### config.mk
export PLATFORM = sky130hd
export DESIGN_NAME = result_reader
export DESIGN_NICKNAME = d
export VERILOG_FILES = /design/src/rtl/result_reader.sv
export SDC_FILE = /design/constraint.sdc
export NUM_CORES = 1
export LEC_CHECK = 0
export CORE_MARGIN = 2
export CORE_UTILIZATION = 46
export CTS_CLUSTER_SIZE = 16
export DETAILED_ROUTE_END_ITERATION = 12
export PLACE_DENSITY = 0.89
export SYNTH_ARGS = -nofsm -noshare
export SYNTH_HDL_FRONTEND = slang
export SYNTH_SLANG_ARGS = --single-unit
### constraint.sdc
create_clock -name clk -period 2.81 [get_ports clk]
set_input_delay 0.843 -clock clk [delete_from_list [all_inputs] [get_ports clk]]
set_output_delay 0.843 -clock clk [all_outputs]
set_load 0.05 [all_outputs]
### src/rtl/result_reader.sv
// result_reader: after an ALU-done pulse, reads NUM_WORDS result words from
// SRAM addresses 0..NUM_WORDS-1, presents each on a valid/ready stream and
// tracks the largest word of the run and the address it came from.
module result_reader #(
    parameter int NUM_WORDS = 32,
    parameter int DATA_W    = 18
) (
    input  logic              clk,
    input  logic              rst,
    input  logic              start,
    output logic              ram_cs_n,
    output logic              ram_we_n,
    output logic [7:0]        ram_addr,
    input  logic [31:0]       ram_rdata,
    input  logic              ram_ry,
    output logic [DATA_W-1:0] out_data,
    output logic              out_valid,
    input  logic              out_ready,
    output logic [DATA_W-1:0] max_val,
    output logic [7:0]        max_addr,
    output logic              busy,
    output logic              done
);

    typedef enum logic [2:0] {
        S_IDLE    = 3'd0,
        S_ISSUE   = 3'd1,
        S_CAPTURE = 3'd2,
        S_OUTPUT  = 3'd3,
        S_FINISH  = 3'd4
    } state_t;

    localparam logic [7:0] LAST_ADDR = 8'(NUM_WORDS - 1);

    state_t              r_state;
    state_t              w_next;
    logic [7:0]          r_cnt;
    logic [DATA_W-1:0]   r_out_data;
    logic [DATA_W-1:0]   r_max_val;
    logic [7:0]          r_max_addr;
    logic [DATA_W-1:0]   w_word;
    logic                w_last;
    logic                w_cs_n;
    logic                w_valid;
    logic                w_busy;
    logic                w_done;

    // Only the low DATA_W bits of a read carry the result.
    assign w_word = ram_rdata[DATA_W-1:0];
    assign w_last = (r_cnt == LAST_ADDR);

    generate
        if (DATA_W < 32) begin : g_upper
            // Upper read-data bits are deliberately discarded.
            logic w_unused_upper;
            assign w_unused_upper = ^ram_rdata[31:DATA_W];
        end
    endgenerate

    // State register; reset forces IDLE immediately, aborting any run.
    always_ff @(posedge clk or negedge rst) begin
        if (!rst) begin
            r_state <= S_IDLE;
        end else begin
            r_state <= w_next;
        end
    end

    // Next-state and state-decoded control outputs.
    always_comb begin
        w_next  = r_state;
        w_cs_n  = 1'b1;
        w_valid = 1'b0;
        w_busy  = 1'b0;
        w_done  = 1'b0;
        case (r_state)
            S_IDLE: begin
                if (start) begin
                    w_next = S_ISSUE;
                end else begin
                    w_next = S_IDLE;
                end
            end
            S_ISSUE: begin
                w_busy = 1'b1;
                if (ram_ry) begin
                    w_cs_n = 1'b0;
                    w_next = S_CAPTURE;
                end else begin
                    w_next = S_ISSUE;
                end
            end
            S_CAPTURE: begin
                w_busy = 1'b1;
                w_next = S_OUTPUT;
            end
            S_OUTPUT: begin
                w_busy  = 1'b1;
                w_valid = 1'b1;
                if (out_ready) begin
                    w_next = w_last ? S_FINISH : S_ISSUE;
                end else begin
                    w_next = S_OUTPUT;
                end
            end
            S_FINISH: begin
                // start here is ignored: a new run needs start seen in IDLE.
                w_done = 1'b1;
                w_next = S_IDLE;
            end
            default: begin
                w_next = S_IDLE;
            end
        endcase
    end

    // Address counter, captured word and running maximum.
    always_ff @(posedge clk or negedge rst) begin
        if (!rst) begin
            r_cnt      <= 8'd0;
            r_out_data <= '0;
            r_max_val  <= '0;
            r_max_addr <= 8'd0;
        end else begin
            case (r_state)
                S_IDLE: begin
                    if (start) begin
                        r_cnt      <= 8'd0;
                        r_max_val  <= '0;
                        r_max_addr <= 8'd0;
                    end
                end
                S_CAPTURE: begin
                    r_out_data <= w_word;
                    // Strictly greater keeps the earliest address on ties.
                    if ((r_cnt == 8'd0) || (w_word > r_max_val)) begin
                        r_max_val  <= w_word;
                        r_max_addr <= r_cnt;
                    end
                end
                S_OUTPUT: begin
                    // Counter stops at the last address; it never wraps.
                    if (out_ready && !w_last) begin
                        r_cnt <= r_cnt + 8'd1;
                    end
                end
                default: begin
                end
            endcase
        end
    end

    assign ram_cs_n  = w_cs_n;
    assign ram_we_n  = 1'b1;
    assign ram_addr  = r_cnt;
    assign out_data  = r_out_data;
    assign out_valid = w_valid;
    assign max_val   = r_max_val;
    assign max_addr  = r_max_addr;
    assign busy      = w_busy;
    assign done      = w_done;

endmodule

==> key figures, run 1 <==
Outcome
  • Status: complete, no violations

Power
  • PwrDens: 1228 nW/µm²
  • Leak: 0.001890 µW
  • Peak supply drop: 0.0007958 V

Clock tree
  • CTS Buffer Depth: 2
  • CTS root buffer: clkbuf_8
  • # H-tree levels: 2
  • Sink Count: 55
  • Worst skew pair latency: 310 ps
  • Hold-fix buffers, CTS: 0
  • Clock transition at path regs: 100 ps
  • Total CTS buffers: 5
  • CTS tree: yes

Critical path
  • Setup Crit Path Kind: in2reg
  • Critical Path Start: ram_rdata[4]
  • Worst path depth: 11
  • Most frequent CP cell: buf_4
  • CP required: 3000 ps
  • CP peak stage delay: 320 ps
  • CP Buf/Inv Count: 5
  • Delay-heaviest family, CP: buffers and inverters
  • Reg-to-Reg Start: max_val[5]$_DFFE_PN0P_
  • Worst R2R Setup Slack: 370 ps
  • Setup crit end kind: register
  • Reg2reg end: max_val[15]$_DFFE_PN0P_
  • Critical path's slowest cell: bufbuf_16
  • Worst Path Arrival: 2960 ps
  • Critical-path cell list: dlygate4sd2_1, ha_1, and2_4, buf_4, nand4_1, buf_4, nor3_4, buf_4, o31ai_4, bufbuf_16, mux2_4
  • CP startpoint kind: input pin
  • Worst-case reg-to-reg path depth: 11
  • Crit-path max FO: 8

Finish
  • Share of layout cells above drive strength 1: 22.71%
  • Nets: 419
  • Fillcell total: 487
  • Layout area overhead: 42.46%
  • Reg area: 1376 µm²
  • Area of the multi-input gates: 1464 µm²
  • Leading cell type in the layout, fill and taps excluded: clkdlybuf4s50_1
  • Most frequent cells in the layout: clkdlybuf4s50_1, dfrtp_1, nor2_1
  • Final Cell Area: 4160 µm²
  • Antenna cell count: 0
  • Non-Filler Instances: 438

Drt
  • 1st-pass router iterations: 4
  • DRC Markers: 0
  • Wire per inst: 15.49 µm
  • Initial DRC count: 65
  • Antenna Violating Nets Remaining: 0
  • Via count: 2,264
  • Number of vias per cell: 5.169
  • Final wirelength: 6783 µm

Floorplan
  • Core Box Area: 6241 µm²
  • Die span in x: 83.68 µm
  • # rows: 29
  • Initial Utilization: 46.79%
  • Die area: 7002 µm²
  • Die extent in y: 83.68 µm
  • IO Pins: 94

STA
  • Fmax: 360.5 MHz
  • Final setup fails: 0
  • Final hold viol count: 0
  • Max transition margin: 58.23%
  • Final max-slew violation count: 0
  • Period minus WS final: 2774 ps
  • Worst Skew: 12.07 ps
  • Final period util: 98.72%
  • Worst slew pin tran: 626.6 ps

Min path
  • Hold Path Cell Cnt: 1
  • HP Class: reg2reg
  • Hold Path Origin: out_data[16]$_DFFE_PN0N_
  • Hold Crit Endpoint: out_data[16]$_DFFE_PN0N_

Placed design
  • DP Area: 3944 µm²
  • Input/output buffers: 78
  • Dpl cells: 426
  • Routability Congestion: 0.7622
  • Hpwl dp: 4892 µm

Synth
  • Avg Synthesized Cell Area: 11.19 µm²
  • Commonest register cell after synthesis: dfrtp_1
  • Net Count, Synth: 318
  • Synth top area share: 47.13%
  • Synth warn: 0
  • Area leader, netlist: dfrtp_1
  • Sequential area share after synthesis: 47.13%
  • Syn Inst Count: 261
  • Largest cells by area after synthesis: dfrtp_1, ha_1, mux2_2, mux2_4, nor2_1
  • Synthesis-stage register bit count: 55
  • Asr flop ratio synth: 100.0%
  • Post-Syn Area: 2920 µm²
  • Yosys cell types: 42
  • Number of synthesized flops with an enable pin: 0

Job
  • Max-cap check violation count: 0

GRT
  • First-pass GRT wire length: 11,590 µm
  • Initial antenna violation count: 0
  • GR Overflow Total: 0
  • Pin count of the biggest net entering global routing: 30
  • Number of global-route vias before repair: 2,434
  • GRT Total Usage: 20.32%
registers in the layout (all words and copies together) (netlist names):
| signal | flops |
|---|---|
| r_state | 3 |
| max_addr | 8 |
| ram_addr | 8 |
| out_data | 18 |
| max_val | 18 |
logic make-up (layout without fill, tap and decap cells):
group	after synthesis	after routing	share of synthesized area, %
AOI/OAI and AO/OA	20	20	5.827
xor gates and xnor gates	6	6	1.799
adders and majority gates	20	20	8.569
buffers and inverters	38	138	5.612
DFF	55	55	47.13
muxes	44	44	18.00
other	1	1	0.1284
and+or+nand+nor	77	77	12.94
synthesized netlist by cell type (4+ instances only):
library cell and n:
nor2_1 32, nand4_1 4, inv_1 28, xnor2_1 6, mux2_4 11, ha_1 20, mux2i_1 9, clkbuf_1 4
dfrtp_1 55, mux2_2 21, a21oi_1 4, nor3_1 4, nand2_1 20
worst max path at each step:
| stage | to | slack [ps] |
|---|---|---|
| after floorplan | max_val[10]$_DFFE_PN0P_ | 20 |
| after global placement | max_val[6]$_DFFE_PN0P_ | -480 |
| after detailed placement | max_val[2]$_DFFE_PN0P_ | -520 |
| after CTS | max_val[6]$_DFFE_PN0P_ | 2 |
| after global routing | max_val[15]$_DFFE_PN0P_ | -3 |
| final | max_val[15]$_DFFE_PN0P_ | 40 |
final cells by class:
class,instances,area share (%)
repair buffers,104,25.05
multi-input cells,168,35.19
well taps,77,2.316
inverters,28,2.526
clock buffers,5,1.654
flip-flops and latches,55,33.08
clock inverters,1,0.1805
repair_timing:
item | 4_1_cts | 5_1_grt
pin swaps | 17 | 11
cloned | 1 | 0
setup buffers | 3 | 2
gates resized for setup | 18 | 12
endpoints found under the setup margin | 26 | 27
metrics by stage:
step           TNS, ps  power [µW]  worst slack [ps]  util, %  hold WS (ps)
3_3_place_gp    -11430        4483            -475.1    63.19         489.8
2_1_floorplan        0        3501             17.29        -         547.4
5_1_grt         -4.008        5395            -2.890    66.66         534.1
3_5_place_dp    -12120        4584            -515.8    63.19         499.3
4_1_cts              0        5112             1.792    65.74         520.8
6_report             0        5110             35.96    66.66         514.6
per-layer routing:
layer,global-route usage (%),wire length [µm],vias to the layer above
li1,-,-,1090
met1,25.24,2848,1108
met2,36.65,3548,59
met3,4.253,315,7
met4,3.959,72,0
met5,0,0,-
power by group:
part / internal, µW / total (µW) / switching (µW)
Sequential: 1120 / 1340 / 215
Clock: 166 / 419 / 253
Combinational: 1350 / 3350 / 2010
Power figures use the tool's default switching activity.
==> run 2, diff against run 1 <==
--- a/config.mk
+++ b/config.mk
@@ -7,9 +7,12 @@
 export LEC_CHECK = 0
 export CORE_MARGIN = 2
 export CORE_UTILIZATION = 46
+export CTS_BUF_LIST = sky130_fd_sc_hd__clkbuf_8 sky130_fd_sc_hd__clkbuf_16
 export CTS_CLUSTER_SIZE = 16
 export DETAILED_ROUTE_END_ITERATION = 12
 export PLACE_DENSITY = 0.89
+export RECOVER_POWER = 100
+export SETUP_SLACK_MARGIN = 0.4
 export SYNTH_ARGS = -nofsm -noshare
 export SYNTH_HDL_FRONTEND = slang
 export SYNTH_SLANG_ARGS = --single-unit
==> run 2 against run 1 <==
Effect of this change: the run now ends with capacitance limit, slew limit left; highest routed layer unchanged; global-route usage decreased by 0.57 points; sequential share of layout area fell by 0.34 points; cell count did not move; power up 1.2%; cell area rose by 1.1%; sequential power about the same; hold slack lost 5.6 ps.
==> key figures, run 2 (synthesis gave the netlist of run 1 again) <==
Power
  • Leak: 0.001903 µW (+0.66%)
  • Peak supply drop: 0.0008662 V (+8.8%)
  • PwrDens: 1229 nW/µm² (about the same)

Floorplan
  • Core Box Area: 6241 µm² (unchanged)
  • # rows: 29 (unchanged)
  • Die span in x: 83.68 µm (unchanged)
  • Die area: 7002 µm² (unchanged)
  • Die extent in y: 83.68 µm (unchanged)
  • Initial Utilization: 46.79% (unchanged)
  • IO Pins: 94 (unchanged)

GRT
  • GR Overflow Total: 0 (unchanged)
  • GRT Total Usage: 19.76% (-0.57 points)
  • First-pass GRT wire length: 11,320 µm (-2.3%)
  • Global Route met2 Usage: 35.56% (-1.1 points)
  • M3 GR Usage: 4.253% (unchanged)
  • Pin count of the biggest net entering global routing: 29 (-3.3%)
  • M1 GR Usage: 24.40% (-0.84 points)
  • Number of global-route vias before repair: 2,401 (-1.4%)
  • Initial antenna violation count: 0 (unchanged)
  • Layer with the highest usage: met2

Placed design
  • DP Area: 3986 µm² (+1.1%)
  • Input/output buffers: 78 (unchanged)
  • Routability Congestion: 0.7554 (-0.89%)
  • Hpwl dp: 4910 µm (+0.36%)
  • Dpl cells: 421 (-1.2%)

Critical path
  • CP required: 3010 ps (about the same)
  • Worst-case reg-to-reg path depth: 9 (-2)
  • Reg-to-Reg Start: max_val[5]$_DFFE_PN0P_
  • Worst Path Arrival: 2850 ps (-110 ps)
  • Critical-path cell list: buf_8, ha_4, and2_4, a221o_1, a2111oi_2, o31ai_4, clkbuf_1, buf_16, mux2_4
  • Critical path's slowest cell: a2111oi_2
  • CP Capture Point: max_val[16]$_DFFE_PN0P_
  • Crit-path max FO: 6 (-2)
  • CP peak stage delay: 480 ps (+160 ps)
  • Setup crit end kind: register
  • Setup Crit Path Kind: in2reg
  • Critical Path Start: ram_rdata[5]
  • CP startpoint kind: input pin
  • Worst R2R Setup Slack: 260 ps (-110 ps)
  • Reg2reg end: max_val[16]$_DFFE_PN0P_

Drt
  • Final wirelength: 6993 µm (+3.1%)
  • DRC Markers: 0 (unchanged)
  • Number of vias per cell: 5.215 (+0.88%)
  • 1st-pass router iterations: 4 (unchanged)
  • Via count: 2,284 (+0.88%)
  • Antenna Violating Nets Remaining: 0 (unchanged)
  • Initial DRC count: 64 (-1.5%)
  • Wire per inst: 15.97 µm (+3.1%)

STA
  • Worst slew pin tran: 1593 ps (+966.6 ps)
  • Final period util: 94.40% (-4.3 points)
  • Fmax: 377.0 MHz (+4.6%)
  • Period minus WS final: 2653 ps (-121.3 ps)
  • Final max-slew violation count: 28 (+28)
  • Worst Skew: 10.32 ps (-1.748 ps)
  • Final hold viol count: 0 (unchanged)
  • RSZ-0062 raised after global routing: yes
  • Final setup fails: 0 (unchanged)
  • Max transition margin: -6.214% (-64 points)

Finish
  • Antenna cell count: 0 (unchanged)
  • Final Cell Area: 4208 µm² (+1.1%)
  • Final Core Density: 67.42% (+0.76 points)
  • Non-Filler Instances: 438 (unchanged)
  • Layout area overhead: 44.09%
  • Nets: 417 (-0.48%)
  • Most frequent cells in the layout: dfrtp_1, dlygate4sd3_1, nor2_1
  • Reg area: 1378 µm² (about the same)
  • Share of layout cells above drive strength 1: 25.76% (+3.0 points)
  • Fillcell total: 474 (-2.7%)
  • Leading cell type in the layout, fill and taps excluded: dfrtp_1
  • Area of the multi-input gates: 1572 µm² (+7.4%)

Clock tree
  • Clock transition at path regs: 90 ps (about the same)
  • Hold-fix buffers, CTS: 0 (unchanged)
  • CTS Buffer Depth: 2 (unchanged)
  • CTS root buffer: clkbuf_8
  • CTS tree: yes
  • # H-tree levels: 2 (unchanged)
  • Worst skew pair latency: 310 ps (about the same)
  • Total CTS buffers: 5 (unchanged)
  • Sink Count: 55 (unchanged)

Min path
  • HP Class: reg2reg

Outcome
  • Status: finished, violations left
  • Failing checks: capacitance limit, slew limit

Job
  • Max-cap check violation count: 1 (+1)
==> run 2: cell count changes in the layout (fill, tap and decap cells not counted), moves of 6 or more <==
| cell | change |
|---|---|
| buf_4 | -10 |
| clkbuf_1 | +17 |
| clkdlybuf4s50_1 | -57 |
| dlygate4sd3_1 | +43 |
| dlymetal6s2s_1 | -6 |
| ha_1 | -10 |
| ha_4 | +9 |
| mux2_1 | +6 |
==> run 2: critical path, delay by kind of cell <==
| family | cells | cell delay, ps |
|---|---|---|
| AO/OA/AOI/OAI | 3 | 920 |
| adder cells (fa/ha/maj) | 1 | 210 |
| buffers and inverters | 3 | 440 |
| multiplexers | 1 | 290 |
| AND/OR/NAND/NOR | 1 | 150 |
==> run 2: final cells by class <==
type | instances | share of cell area (%)
clock inverter | 3 | 1.517
tap | 77 | 2.290
multi-input combinational | 168 | 37.35
inverter | 28 | 2.498
timing repair buffer | 102 | 21.97
sequential | 55 | 32.74
clock buffer | 5 | 1.635
==> run 2: power by group <==
group	switching (µW)	leakage, µW	internal (µW)	total [µW]
Combinational	2030	0.00114	1180	3220
Clock	256	0.0000695	353	609
Sequential	226	0.000697	1120	1350
Total	2510	0.00190	2660	5170
==> run 2: what timing repair did <==
item | in CTS | in global routing
endpoints found under the hold margin | 0 | 0
gates resized for setup | 78 | 36
buffers inserted | 8 | 0
setup endpoints to repair | 32 | 34
pin swaps | 18 | 17
cloned | 1 | 0
==> run 2: how the worst min path moves through the flow <==
stage                             start                       end  slack, ps  cells past startpoint
6_report       out_data[17]$_DFFE_PN0N_  out_data[17]$_DFFE_PN0N_        510                      1
2_1_floorplan                       rst   max_addr[0]$_DFFE_PN0P_        550                      0
3_5_place_dp    out_data[6]$_DFFE_PN0N_   out_data[6]$_DFFE_PN0N_        500                      1
4_1_cts         out_data[6]$_DFFE_PN0N_   out_data[6]$_DFFE_PN0N_        520                      1
3_3_place_gp   out_data[10]$_DFFE_PN0N_  out_data[10]$_DFFE_PN0N_        490                      1
5_1_grt         out_data[1]$_DFFE_PN0N_   out_data[1]$_DFFE_PN0N_        530                      1
==> run 2: per-stage QoR <==
step                      setup TNS [ps]  hold slack [ps]  worst slack, ps  power, µW
after CTS                              0            521.0            201.9       5404
after global routing                   0            530.6            135.6       5447
final                                  0            508.9            157.3       5173
after floorplan                        0            547.4            170.3       3546
after detailed placement           -9995            499.3           -473.7       4609
after global placement             -9645            489.0           -449.1       4505
==> run 2: layer usage <==
layer | routed length (µm) | vias to the layer above
met1 | 2891 | 1133
li1 | - | 1079
met2 | 3733 | 65
met5 | 0 | -
met4 | 76 | 0
met3 | 292 | 7
==> run 3, diff against run 2 <==
--- a/config.mk
+++ b/config.mk
@@ -8,6 +8,7 @@
 export CORE_MARGIN = 2
 export CORE_UTILIZATION = 46
 export CTS_BUF_LIST = sky130_fd_sc_hd__clkbuf_8 sky130_fd_sc_hd__clkbuf_16
+export CTS_CLUSTER_DIAMETER = 30
 export CTS_CLUSTER_SIZE = 16
 export DETAILED_ROUTE_END_ITERATION = 12
 export PLACE_DENSITY = 0.89
==> results of run 3 <==
Same layout as run 2: the final DEF is identical, and so are final timing and power.
